## src/rtl/calc_pkg.sv

```systemverilog
// Shared opcode and FSM-state definitions for the calculator execution path.
// Also used by the result mux and the memory blocks.
package calc_pkg;

  localparam logic [1:0] OP_ADD = 2'b00;
  localparam logic [1:0] OP_SUB = 2'b01;
  localparam logic [1:0] OP_MUL = 2'b10;
  localparam logic [1:0] OP_DIV = 2'b11;

  typedef enum logic [1:0] {
    ST_IDLE    = 2'd0,
    ST_DIV_RUN = 2'd1,
    ST_FINISH  = 2'd2
  } state_e;

endpackage

```

## src/rtl/calc_exec_unit_if.sv

```systemverilog
// Request/result bundle between operand capture and the execution unit.
// start is accepted on any rising edge where busy==0; done pulses for exactly one cycle
// when result/remainder/borrow/div_by_zero update, and those hold until the next done.
interface calc_exec_unit_if #(parameter int WIDTH = 4);
  logic                 start;
  logic [1:0]           op_sel;
  logic [WIDTH-1:0]     a;
  logic [WIDTH-1:0]     b;
  logic                 busy;
  logic                 done;
  logic [2*WIDTH-1:0]   result;
  logic [WIDTH-1:0]     remainder;
  logic                 borrow;
  logic                 div_by_zero;

  modport master (
    output start, op_sel, a, b,
    input  busy, done, result, remainder, borrow, div_by_zero
  );

  modport slave (
    input  start, op_sel, a, b,
    output busy, done, result, remainder, borrow, div_by_zero
  );
endinterface

```

## src/rtl/calc_divider_seq.sv

```systemverilog
// Restoring divider, one quotient bit per step_en cycle, MSB first.
// quotient/remainder show the values after the step being taken this cycle.
module calc_divider_seq #(
  parameter int WIDTH = 4
) (
  input  logic             clk,
  input  logic             rst,
  input  logic             load,
  input  logic [WIDTH-1:0] dividend,
  input  logic [WIDTH-1:0] divisor,
  input  logic             step_en,
  output logic [WIDTH-1:0] quotient,
  output logic [WIDTH-1:0] remainder,
  output logic             last_step
);
  localparam int CW = $clog2(WIDTH) + 1;

  logic [WIDTH-1:0] quo_q, rem_q, dvs_q;
  logic [CW-1:0]    cnt_q;
  logic [WIDTH:0]   shifted;
  logic [WIDTH:0]   trial;
  logic             fits;

  // quo_q doubles as the dividend shift register; quotient bits enter at the bottom
  always_comb begin
    shifted   = {rem_q, quo_q[WIDTH-1]};
    trial     = shifted - {1'b0, dvs_q};
    fits      = (shifted >= {1'b0, dvs_q});
    remainder = fits ? trial[WIDTH-1:0] : shifted[WIDTH-1:0];
    quotient  = {quo_q[WIDTH-2:0], fits};
    last_step = step_en && (cnt_q == CW'(WIDTH - 1));
  end

  always_ff @(posedge clk) begin
    if (rst) begin
      quo_q <= '0;
      rem_q <= '0;
      dvs_q <= '0;
      cnt_q <= '0;
    end else if (load) begin
      quo_q <= dividend;
      rem_q <= '0;
      dvs_q <= divisor;
      cnt_q <= '0;
    end else if (step_en) begin
      quo_q <= quotient;
      rem_q <= remainder;
      cnt_q <= cnt_q + CW'(1);
    end
  end
endmodule

```

## src/rtl/calc_exec_unit.sv

```systemverilog
// Registered ADD/SUB/MUL/DIV unit with start/done handshake. The FINISH state is the
// done cycle itself, so a start seen there is accepted exactly as in IDLE.
module calc_exec_unit
  import calc_pkg::*;
#(
  parameter int WIDTH = 4
) (
  input  logic             clk,
  input  logic             rst,
  calc_exec_unit_if.slave  bus,
  output state_e           dbg_state_o
);
  state_e state_q, state_d;

  logic [2*WIDTH-1:0] result_q, result_d;
  logic [WIDTH-1:0]   rem_q, rem_d;
  logic               borrow_q, borrow_d;
  logic               dbz_q, dbz_d;

  logic               div_load, div_step, div_last;
  logic [WIDTH-1:0]   div_quo, div_rem;

  logic [WIDTH:0]     sum;
  logic [WIDTH-1:0]   diff;
  logic [2*WIDTH-1:0] prod;
  logic               can_accept, b_zero;

  assign sum        = {1'b0, bus.a} + {1'b0, bus.b};
  assign diff       = bus.a - bus.b;
  assign prod       = {{WIDTH{1'b0}}, bus.a} * {{WIDTH{1'b0}}, bus.b};
  assign can_accept = bus.start && (state_q != ST_DIV_RUN);
  assign b_zero     = (bus.b == '0);

  calc_divider_seq #(.WIDTH(WIDTH)) u_div (
    .clk       (clk),
    .rst       (rst),
    .load      (div_load),
    .dividend  (bus.a),
    .divisor   (bus.b),
    .step_en   (div_step),
    .quotient  (div_quo),
    .remainder (div_rem),
    .last_step (div_last)
  );

  always_ff @(posedge clk) begin
    if (rst) begin
      state_q  <= ST_IDLE;
      result_q <= '0;
      rem_q    <= '0;
      borrow_q <= 1'b0;
      dbz_q    <= 1'b0;
    end else begin
      state_q  <= state_d;
      result_q <= result_d;
      rem_q    <= rem_d;
      borrow_q <= borrow_d;
      dbz_q    <= dbz_d;
    end
  end

  always_comb begin
    state_d = state_q;
    unique case (state_q)
      ST_IDLE, ST_FINISH: begin
        if (can_accept) state_d = (bus.op_sel == OP_DIV && !b_zero) ? ST_DIV_RUN : ST_FINISH;
        else            state_d = ST_IDLE;
      end
      ST_DIV_RUN: if (div_last) state_d = ST_FINISH;
      default:    state_d = ST_IDLE;
    endcase
  end

  // Every completing op rewrites all four result registers so stale flags never survive.
  always_comb begin
    div_load = 1'b0;
    div_step = (state_q == ST_DIV_RUN);
    result_d = result_q;
    rem_d    = rem_q;
    borrow_d = borrow_q;
    dbz_d    = dbz_q;
    if (can_accept) begin
      unique case (bus.op_sel)
        OP_ADD: begin
          result_d = {{(WIDTH-1){1'b0}}, sum};
          rem_d = '0; borrow_d = 1'b0; dbz_d = 1'b0;
        end
        OP_SUB: begin
          result_d = {{WIDTH{1'b0}}, diff};
          rem_d = '0; borrow_d = (bus.a < bus.b); dbz_d = 1'b0;
        end
        OP_MUL: begin
          result_d = prod;
          rem_d = '0; borrow_d = 1'b0; dbz_d = 1'b0;
        end
        OP_DIV: begin
          if (b_zero) begin
            result_d = {{WIDTH{1'b0}}, {WIDTH{1'b1}}};
            rem_d = bus.a; borrow_d = 1'b0; dbz_d = 1'b1;
          end else begin
            div_load = 1'b1;
          end
        end
        default: ;
      endcase
    end else if (div_last) begin
      result_d = {{WIDTH{1'b0}}, div_quo};
      rem_d = div_rem; borrow_d = 1'b0; dbz_d = 1'b0;
    end
  end

  assign bus.busy        = (state_q == ST_DIV_RUN);
  assign bus.done        = (state_q == ST_FINISH);
  assign bus.result      = result_q;
  assign bus.remainder   = rem_q;
  assign bus.borrow      = borrow_q;
  assign bus.div_by_zero = dbz_q;
  assign dbg_state_o     = state_q;
endmodule

```

## src/flat_wrapper.sv

```systemverilog
// flat-port wrapper written by rule: the top's interface ports become plain ports
module calc_exec_unit_flat import calc_pkg::*;
#(
  parameter int WIDTH = 4
)
  (clk, rst, dbg_state_o, bus_start, bus_op_sel, bus_a, bus_b, bus_busy, bus_done, bus_result, bus_remainder, bus_borrow, bus_div_by_zero);
  calc_exec_unit_if #(.WIDTH(WIDTH)) bus_i ();
  input  logic clk;
  input  logic rst;
  output state_e dbg_state_o;
  input wire logic [$bits(bus_i.start)-1:0] bus_start;
  input wire logic [$bits(bus_i.op_sel)-1:0] bus_op_sel;
  input wire logic [$bits(bus_i.a)-1:0] bus_a;
  input wire logic [$bits(bus_i.b)-1:0] bus_b;
  output wire logic [$bits(bus_i.busy)-1:0] bus_busy;
  output wire logic [$bits(bus_i.done)-1:0] bus_done;
  output wire logic [$bits(bus_i.result)-1:0] bus_result;
  output wire logic [$bits(bus_i.remainder)-1:0] bus_remainder;
  output wire logic [$bits(bus_i.borrow)-1:0] bus_borrow;
  output wire logic [$bits(bus_i.div_by_zero)-1:0] bus_div_by_zero;
  assign bus_i.start = bus_start;
  assign bus_i.op_sel = bus_op_sel;
  assign bus_i.a = bus_a;
  assign bus_i.b = bus_b;
  assign bus_busy = bus_i.busy;
  assign bus_done = bus_i.done;
  assign bus_result = bus_i.result;
  assign bus_remainder = bus_i.remainder;
  assign bus_borrow = bus_i.borrow;
  assign bus_div_by_zero = bus_i.div_by_zero;
  calc_exec_unit #(.WIDTH(WIDTH)) u_core (.clk(clk), .rst(rst), .bus(bus_i), .dbg_state_o(dbg_state_o));
endmodule
```

## config.mk

```make
export PLATFORM = sky130hd
export DESIGN_NAME = calc_exec_unit_flat
export DESIGN_NICKNAME = d
export VERILOG_FILES = /design/src/rtl/calc_pkg.sv /design/src/rtl/calc_exec_unit_if.sv /design/src/rtl/calc_divider_seq.sv /design/src/rtl/calc_exec_unit.sv /design/src/flat_wrapper.sv
export SDC_FILE = /design/constraint.sdc
export NUM_CORES = 1
export LEC_CHECK = 0
export BUFFER_PORTS_ARGS = -buffer_cell sky130_fd_sc_hd__buf_2
export CAP_MARGIN = 20
export CORE_MARGIN = 1.5
export CORE_UTILIZATION = 46
export DETAILED_ROUTE_END_ITERATION = 10
export PLACE_DENSITY = 0.67
export SLEW_MARGIN = 20
export SYNTH_ARGS = -nofsm -noshare
export SYNTH_HDL_FRONTEND = slang
export SYNTH_SLANG_ARGS = --single-unit
```

## constraint.sdc

```tcl
create_clock -name clk -period 3.6 [get_ports clk]
set_clock_uncertainty 0.05 [all_clocks]
set_input_delay 1.08 -clock clk [delete_from_list [all_inputs] [get_ports clk]]
set_output_delay 1.08 -clock clk [all_outputs]
set_load 0.02 [all_outputs]
```

== Word-level counts from Yosys, hierarchy flattened ==
Cells that the tools add are included.

* Flip-flop bits (word level): 31

* $add $sub $neg: 4
* Reduce and logical (&&, ||, !) cells: 14
* Magnitude comparators: 2
* Mux-type cells: 25
* Equality and inequality tests: 9
* Multipliers: 1

{| class="wikitable"
|+ Operator list
! operator !! number
|-
| $pmux 8 s4 || 1
|-
| $mux 4 || 6
|-
| $mux 8 || 3
|-
| $mul 4x4->8 || 1
|-
| $mux 1 || 8
|-
| $pmux 4 s2 || 1
|-
| $sub 4x4->4 || 2
|-
| $eq 2x2->1 const B || 3
|-
| $mux 2 || 3
|-
| $reduce_or 2->1 || 3
|-
| $add 4x4->5 || 1
|-
| $ge 5x4->1 || 1
|-
| $eq 2x1->1 const B || 2
|-
| $logic_not 2->1 || 2
|-
| $logic_not 4->1 || 1
|-
| $lt 4x4->1 || 1
|-
| $ne 2x1->1 const B || 2
|-
| $pmux 2 s2 || 1
|-
| $reduce_bool 2->1 || 2
|-
| $add 3x1->3 const B || 1
|-
| $eq 3x2->1 const B || 1
|-
| $logic_and 1x1->1 || 3
|-
| $ne 3x3->1 const B || 1
|-
| $pmux 1 s3 || 1
|-
| other kinds (4) || 4
|}

== Longest topological paths before layout ==
Gate-level depths: netlist (run 1).

* Depth after elaboration: 6
* Mapped depth: 12

== By module ==
A second synthesis (run 1) with hierarchy kept.

* Cells, all modules: 278
* Area, all modules: 2384.8 um^2

{| class="wikitable"
|+ Modules (own cells, without submodules)
! module !! times used !! seq. area each (um^2) !! area each (um^2) !! cells an instance
|-
| calc_exec_unit || 1 || 320.3 || 1463.9 || 170
|-
| calc_divider_seq || 1 || 300.3 || 920.9 || 108
|}

== Least setup slack after synthesis (run 1) ==
No wires, ideal clock.

* Path type: input to register
* From: input port bus_a[0]
* To: register u_core.result_q[6], in the netlist u_core.bus.result[6]
* Buffers on the path: 0
* Stages: 11
* Setup time: 0.128 ns
* Setup slack: 0.147 ns
* Data required time: 3.422 ns
* Arrival time: 3.276 ns
* Cell sequence: nand2_1 fa_1 inv_1 fa_1 inv_1 fa_1 nor2b_1 o21a_1 o21ai_0 a32oi_1 nor2_1

* Word-level cells in the longest chain between the ends: 3

{| class="wikitable"
|+ Ends and longest elaborated chain
! item !! line !! RTL
|-
| start, declared || flat_wrapper.sv:13 || <nowiki>input wire logic [$bits(bus_i.a)-1:0] bus_a;</nowiki>
|-
| $mul 4x4->8 || calc_exec_unit.sv:30 || <nowiki>assign prod = {{WIDTH{1'b0}}, bus.a} * {{WIDTH{1'b0}}, bus.b};</nowiki>
|-
| $pmux 8 s4 || calc_exec_unit.sv:83 || <nowiki>unique case (bus.op_sel)</nowiki>
|-
| $mux 8 || calc_exec_unit.sv:82 || <nowiki>if (can_accept) begin</nowiki>
|-
| end signal, assigned || calc_exec_unit.sv:55 || <nowiki>result_q <= result_d;</nowiki>
|-
| end, declared || calc_exec_unit.sv:15 || <nowiki>logic [2*WIDTH-1:0] result_q, result_d;</nowiki>
|}

No other way between the ends.
A chain may end at the register's enable or synchronous reset.

== Worst setup path in the final report (run 1) ==
* From: input port bus_b[3]
* To: register u_core.result_q[6], in the netlist u_core.bus.result[6]

* Word-level cells in the longest chain between the ends: 3
* Elaborated cells on any way between the ends: 6

{| class="wikitable"
|+ Ends and longest elaborated chain
! item !! line !! RTL
|-
| start, declared || flat_wrapper.sv:14 || <nowiki>input wire logic [$bits(bus_i.b)-1:0] bus_b;</nowiki>
|-
| $mul 4x4->8 / $logic_not 4->1 (equally long branches) || calc_exec_unit.sv:30, calc_exec_unit.sv:32 ||
|-
| $pmux 8 s4 / $ne 3x3->1 (equally long branches) || - ||
|-
| $mux 8 / $reduce_and 2->1 (equally long branches) || - ||
|}

Several ways; a longest one is shown, not always the timed one.

==> results_dict.tcl, run 1 <==
set metrics [dict create \
    start_util_pct 47.7 \
    synth_top_family_by_area "compound AO/OA/AOI/OAI gates" \
    synth.yosys.warnings 0 \
    cts.repair.resized 0 \
    synth.mux.area_fraction_pct 0.448 \
    htree_levels 2 \
    startpoint_type "input port" \
    outcome "finished clean" \
    post_cts_buffers 0 \
    worst_skew_pair_later_pin_latency_ns 0.29 \
    power_density_nw_per_um2 374 \
    clkSlewWorstSetupHoldPaths_ns 0.07 \
    worst_hold_path_type "flip-flop to flip-flop" \
    timing.critical_path.arrival_ns 3.50 \
    timing_max_transition_violations_final 0 \
    core_um2 4690 \
    netlist_top_cells_area "sky130_fd_sc_hd__dfxtp_1 28%, sky130_fd_sc_hd__ha_1 15%, sky130_fd_sc_hd__fa_1 6.3%" \
    synthesis.area_per_instance_um2 8.41 \
    path_common_cell "sky130_fd_sc_hd__fa_1" \
    pin_count_of_the_biggest_net_entering_global_routing 28 \
    cell_row_count 25 \
    detail_route.wl_per_cell_um 14.4 \
    cts.sinks 31 \
    crit_fanout 3 \
    synth.yosys.seq_area_share_pct 27.8 \
    max-vdd-ir-drop_uv 203 \
    delay_of_the_slowest_cell_on_the_worst_path_ns 0.56 \
    post_drt_via_cell_ratio 5.60 \
    drt_first_iter_violations 161 \
    synthMostInstantiatedCell "sky130_fd_sc_hd__dfxtp_1" \
    relSlewSlack_pct 34.4 \
    rsz0062_at_grt "no" \
    synth_enable_flop_cells 0 \
    post_synth_fa_ha_maj_area_fraction_pct 20.8 \
    whs_path_depth 2 \
    synth_common_cells "31 x sky130_fd_sc_hd__dfxtp_1, 28 x sky130_fd_sc_hd__nor2_1, 26 x sky130_fd_sc_hd__ha_1" \
    gr-total-overflow 0 \
    fmax_ghz 0.295 \
    globalRouteTotalUtil_pct 21.5 \
    cts_tree "yes" \
    numPortBuffers 30 \
    setup_tns_ns 0 \
    syn_std_cell_area_um2 2240 \
    fp.dieH_um 72.7 \
    worst-path-stages 12 \
    grt_pass1_wl_um 8740 \
    grt_pass1_vias 1861 \
    path_cells "buf_2, nand2_1, fa_1, inv_1, fa_1, inv_1, fa_1, nor2b_1, o21a_1, o21ai_0, a32oi_1, nor2_1" \
    synth.largest_area_cell "sky130_fd_sc_hd__dfxtp_1" \
    drt_wl_total_um 5230 \
    nFillCells 458 \
    synth_fp_nets 312 \
    die_width_um 72.7 \
    cts.hold.buffers_added 0 \
    synth_simple_gate_area_share_pct 20.3 \
    antenna_found_initial 0 \
    antenna-diode-count 0 \
    critical_path.endpoint_type "flip-flop" \
    routabilityCongestion 0.891 \
    drive_above_1_share_pct 20.1 \
    yosys.area_share.xor_xnor_pct 2.35 \
    drc 0 \
    antenna_left 0 \
    reg2regPathDepth 6 \
    synth_largest_type_area_fraction_pct 27.8 \
    final-instance-count-excl-fill 363 \
    floorplan.die_area_um2 5290 \
    async_reset_ff_share_pct 0 \
    cts-buffers-inserted 5 \
    flow.area_growth_from_synthesis_pct 17.9 \
    yosys_register_bits 31 \
    worstPathRequired_ns 3.71 \
    worst-slew-pin-transition_ns 0.982 \
    firstDrtPassIters 4 \
    timing.final.setup_violations 0 \
    finalHoldViolations 0 \
    place_inst 355 \
    critical-path-slowest-cell "sky130_fd_sc_hd__fa_1" \
    leak_pwr_nw 1.18 \
    ys_dominant_reg_cell "sky130_fd_sc_hd__dfxtp_1" \
    timing.critical_path.max_delay_family "adder cells" \
    clock-root-buffer "sky130_fd_sc_hd__clkbuf_8" \
    timing.final.crit_share_pct 94.2 \
    synth_compound_area_share_pct 21.7 \
    synthDistinctLibCells 52 \
    period_needed_ns 3.39 \
    ios 31 \
    synthesis.instances 266 \
    clk_path_buf_depth 2 \
    design.final.nets 354 \
    critPathKind "input port to flip-flop" \
    routed-via-count 2031 \
    hpwl_um 4040 \
    cap_violations 0 \
    sum_of_buffers_and_inverters_on_the_critical_path 3 \
]
==> where the power goes <==
part           switching (mW)  leakage (nW)  total, mW  internal, mW
sequential            0.00926         0.253      0.370         0.360
combinational           0.153         0.867      0.261         0.107
clock                   0.131        0.0612      0.354         0.224
total                   0.293          1.18      0.985         0.691
==> area by class of cell <==
class	instances	area [um^2]	area share, %
multi-input combinational	200	1470	55.7
clock buffer	6	82.6	3.13
sequential	31	621	23.6
timing repair buffer	46	270	10.3
tap	54	67.6	2.56
clock inverter	2	35.0	1.33
inverter	24	92.6	3.51
==> cells by family after synthesis <==
group,count (synthesis)
compound gates,72
xor+xnor,6
fa+ha+maj,33
buf+inv,35
flops,31
mux,1
simple gates,88
==> worst paths after layout <==
kind	start	slack, ns	end
hold / removal	u_core.bus.div_by_zero	0.40	u_core.bus.div_by_zero
setup reg to reg	u_core.dbg_state_o[0]	1.17	u_core.bus.remainder[2]
setup / recovery	bus_b[3]	0.21	u_core.bus.result[6]
hold reg to reg	u_core.bus.div_by_zero	0.40	u_core.bus.div_by_zero
==> flip-flops by register name (all words and copies together) (netlist names) <==
name,flops
u_core.bus.borrow,1
u_core.u_div.quo_q,4
u_core.u_div.cnt_q,3
u_core.bus.remainder,4
u_core.u_div.rem_q,4
u_core.dbg_state_o,2
u_core.u_div.dvs_q,4
u_core.bus.div_by_zero,1
u_core.bus.result,8
==> worst register-to-register path, cell delays in order (launching register included) <==
cell and delay [ns]:
sky130_fd_sc_hd__dfxtp_1 0.38, sky130_fd_sc_hd__nand2b_1 0.26, sky130_fd_sc_hd__inv_4 0.28, sky130_fd_sc_hd__nor2_1 0.21, sky130_fd_sc_hd__a21boi_1 0.79, sky130_fd_sc_hd__a21oi_1 0.12, sky130_fd_sc_hd__a211oi_1 0.26
==> metrics by stage <==
stage	hold slack (ns)	cell area, um^2	util (%)	setup WS (ns)	power (mW)
after floorplan	0.387	2240	-	0.147	0.556
after global placement	0.386	2520	53.7	-0.0416	0.632
after detailed placement	0.394	2520	53.7	-0.0883	0.636
after CTS	0.401	2640	56.2	0.208	0.993
after global routing	0.421	2640	56.2	0.0513	1.04
final	0.397	2640	56.2	0.208	0.985
==> cell usage in the layout, fill, tap and decap left out, types with 3 or more instances in the layout <==
master	netlist	final
sky130_fd_sc_hd__a21oi_1	22	22
sky130_fd_sc_hd__ha_1	26	26
sky130_fd_sc_hd__a22oi_1	9	9
sky130_fd_sc_hd__nand2_1	25	25
sky130_fd_sc_hd__inv_1	23	23
sky130_fd_sc_hd__buf_4	1	16
sky130_fd_sc_hd__o21ai_0	8	8
sky130_fd_sc_hd__clkbuf_8	0	6
sky130_fd_sc_hd__a211oi_1	7	7
sky130_fd_sc_hd__o211ai_1	3	3
sky130_fd_sc_hd__and2_1	6	6
sky130_fd_sc_hd__dfxtp_1	31	31
sky130_fd_sc_hd__a32oi_1	5	5
sky130_fd_sc_hd__nand2b_1	3	3
sky130_fd_sc_hd__nand3_1	4	4
sky130_fd_sc_hd__or3_1	3	3
sky130_fd_sc_hd__fa_1	7	7
sky130_fd_sc_hd__xnor2_1	5	5
sky130_fd_sc_hd__nor2b_1	3	3
sky130_fd_sc_hd__nand3b_1	3	3
sky130_fd_sc_hd__nor2_1	28	28
sky130_fd_sc_hd__buf_2	3	30
==> layer usage <==
metal  up-vias  wire (um)  track usage [%]
met5         -          0                0
met4         0         53             6.29
met3         8        266             4.56
met2        49       2290             32.0
met1       948       2620             31.1
li1       1026          -                -
Power figures use the tool's default switching activity.
==> run 2, diff against run 1 <==
--- a/config.mk
+++ b/config.mk
@@ -10,7 +10,7 @@
 export CORE_MARGIN = 1.5
 export CORE_UTILIZATION = 46
 export DETAILED_ROUTE_END_ITERATION = 10
-export PLACE_DENSITY = 0.67
+export PLACE_DENSITY = 0.76
 export SLEW_MARGIN = 20
 export SYNTH_ARGS = -nofsm -noshare
 export SYNTH_HDL_FRONTEND = slang
==> constraint.sdc (replaced) <==
create_clock -name clk -period 3.5 [get_ports clk]
set_clock_uncertainty 0.05 [all_clocks]
set_input_delay 0.35 -clock clk [delete_from_list [all_inputs] [get_ports clk]]
set_output_delay 0.35 -clock clk [all_outputs]
set_load 0.02 [all_outputs]
==> run 2 against run 1 <==
- combinational power fell by 4%
- worst hold slack got worse by 0.080 ns
- global-route usage fell by 1.0 points
- sequential share of layout area rose by 1.1 points
- flip-flop and latch count did not move
- core utilization fell by 2.6 points
- critical path type unchanged
- largest power group unchanged
- highest routed layer unchanged
==> results_dict.tcl, run 2 (same netlist as run 1, synthesis figures left out) <==
set metrics [dict create \
    fp.dieH_um 72.7 \
    worst_hold_path_type "input port to flip-flop" \
    timing.critical_path.arrival_ns 2.87 \
    cts-buffers-inserted 5 \
    cts.sinks 31 \
    cts_tree "yes" \
    design_area_um2 2510 \
    commonest_cells_after_routing_fill_and_taps_aside "31 x sky130_fd_sc_hd__dfxtp_1, 30 x sky130_fd_sc_hd__buf_2, 28 x sky130_fd_sc_hd__nor2_1" \
    timing.final.setup_violations 0 \
    clk_path_buf_depth 2 \
    worst_skew_pair_later_pin_latency_ns 0.29 \
    fmax_ghz 0.363 \
    reg2regPathDepth 6 \
    flow.area_growth_from_synthesis_pct 12.5 \
    outcome "finished clean" \
    floorplan.die_area_um2 5290 \
    cts.repair.resized 0 \
    clkSlewWorstSetupHoldPaths_ns 0.07 \
    drive_above_1_share_pct 15.7 \
    layout.cells.most_common "sky130_fd_sc_hd__dfxtp_1" \
    drt_wl_total_um 5110 \
    cap_violations 0 \
    nFillCells 453 \
    routabilityCongestion 0.918 \
    crit_fanout 8 \
    p_total_mw 1.01 \
    post_drt_via_cell_ratio 5.73 \
    htree_levels 2 \
    firstDrtPassIters 5 \
    numPortBuffers 30 \
    globalRouteTotalUtil_pct 20.5 \
    critPathKind "input port to flip-flop" \
    setup_slack_ns 0.743 \
    critical_path.endpoint_type "flip-flop" \
    preCtsSetupSlack_ns 0.452 \
    design.final.nets 338 \
    leak_pwr_nw 1.10 \
    drt_first_iter_violations 171 \
    antenna_left 0 \
    pin_count_of_the_biggest_net_entering_global_routing 28 \
    postLayoutCoreUtil_pct 53.6 \
    combined_area_of_the_multi_input_logic_cells_um2 1470 \
    power_density_nw_per_um2 400 \
    detail_route.wl_per_cell_um 14.7 \
    drc 0 \
    number_of_flip_flops_under_the_largest_register_name 8 \
    core_um2 4690 \
    seqCellArea_um2 621 \
    worstPathRequired_ns 3.61 \
    rsz0062_at_grt "no" \
    grt_pass1_wl_um 8360 \
    finalHoldViolations 0 \
    cell_row_count 25 \
    antenna-diode-count 0 \
    timing_max_transition_violations_final 0 \
    die_width_um 72.7 \
    hpwl_um 3920 \
    relSlewSlack_pct 37.8 \
    whs_path_depth 3 \
    grt_pass1_vias 1772 \
    dpl_cell_area_um2 2400 \
    post_cts_buffers 0 \
    antenna_found_initial 0 \
    timing.final.crit_share_pct 78.8 \
    gr-total-overflow 0 \
    worst-slew-pin-transition_ns 0.931 \
    cts.hold.buffers_added 0 \
    ios 31 \
    start_util_pct 47.7 \
    clock-root-buffer "sky130_fd_sc_hd__clkbuf_8" \
    startpoint_type "input port" \
    routed-via-count 1988 \
    max-vdd-ir-drop_uv 272 \
    setup_tns_ns 0 \
    period_needed_ns 2.76 \
]
run 2: final cells by class:
type                       count  share of cell area, %
multi-input combinational    200                   58.3
sequential                    31                   24.7
timing repair buffer          30                   5.97
inverter                      24                   3.68
clock buffer                   6                   3.28
tap                           54                   2.69
clock inverter                 2                   1.39
run 2: final timing paths:
| kind | to | startpoint | slack, ns |
|---|---|---|---|
| worst min register to register | u_core.bus.result[0] | u_core.bus.result[0] | 0.40 |
| worst min-delay path | u_core.dbg_state_o[1] | bus_start | 0.32 |
| worst max register to register | u_core.bus.remainder[3] | u_core.dbg_state_o[0] | 1.16 |
| worst max-delay path | u_core.bus.result[6] | bus_a[1] | 0.74 |
run 2: critical path, cell delays in order:
cell	delay, ns
sky130_fd_sc_hd__buf_2	0.18
sky130_fd_sc_hd__nand2_1	0.11
sky130_fd_sc_hd__fa_1	0.52
sky130_fd_sc_hd__inv_1	0.06
sky130_fd_sc_hd__fa_1	0.56
sky130_fd_sc_hd__inv_1	0.07
sky130_fd_sc_hd__fa_1	0.46
sky130_fd_sc_hd__nor2b_1	0.13
sky130_fd_sc_hd__o21a_1	0.12
sky130_fd_sc_hd__o21ai_0	0.07
sky130_fd_sc_hd__a32oi_1	0.19
sky130_fd_sc_hd__nor2_1	0.06
run 2: power by group:
part	internal, mW	total [mW]	switching, mW
clock network	0.230	0.373	0.143
logic	0.0973	0.251	0.154
registers	0.370	0.381	0.0105
run 2: metal layers:
metal | part of all wire [%] | global-route usage (%) | vias to the layer above | wire, um
li1 | - | - | 993 | -
met1 | 46 | 28.5 | 922 | 2330
met2 | 45 | 31.8 | 69 | 2320
met3 | 8.6 | 6.63 | 4 | 440
met4 | 0.41 | 2.94 | 0 | 21
met5 | 0 | 0 | - | 0
run 2: metrics by stage:
step	instances	hold slack [ns]
global route	347	0.322
floorplan	266	0.387
detailed placement	339	0.395
CTS	347	0.312
finish	347	0.317
global placement	339	0.386
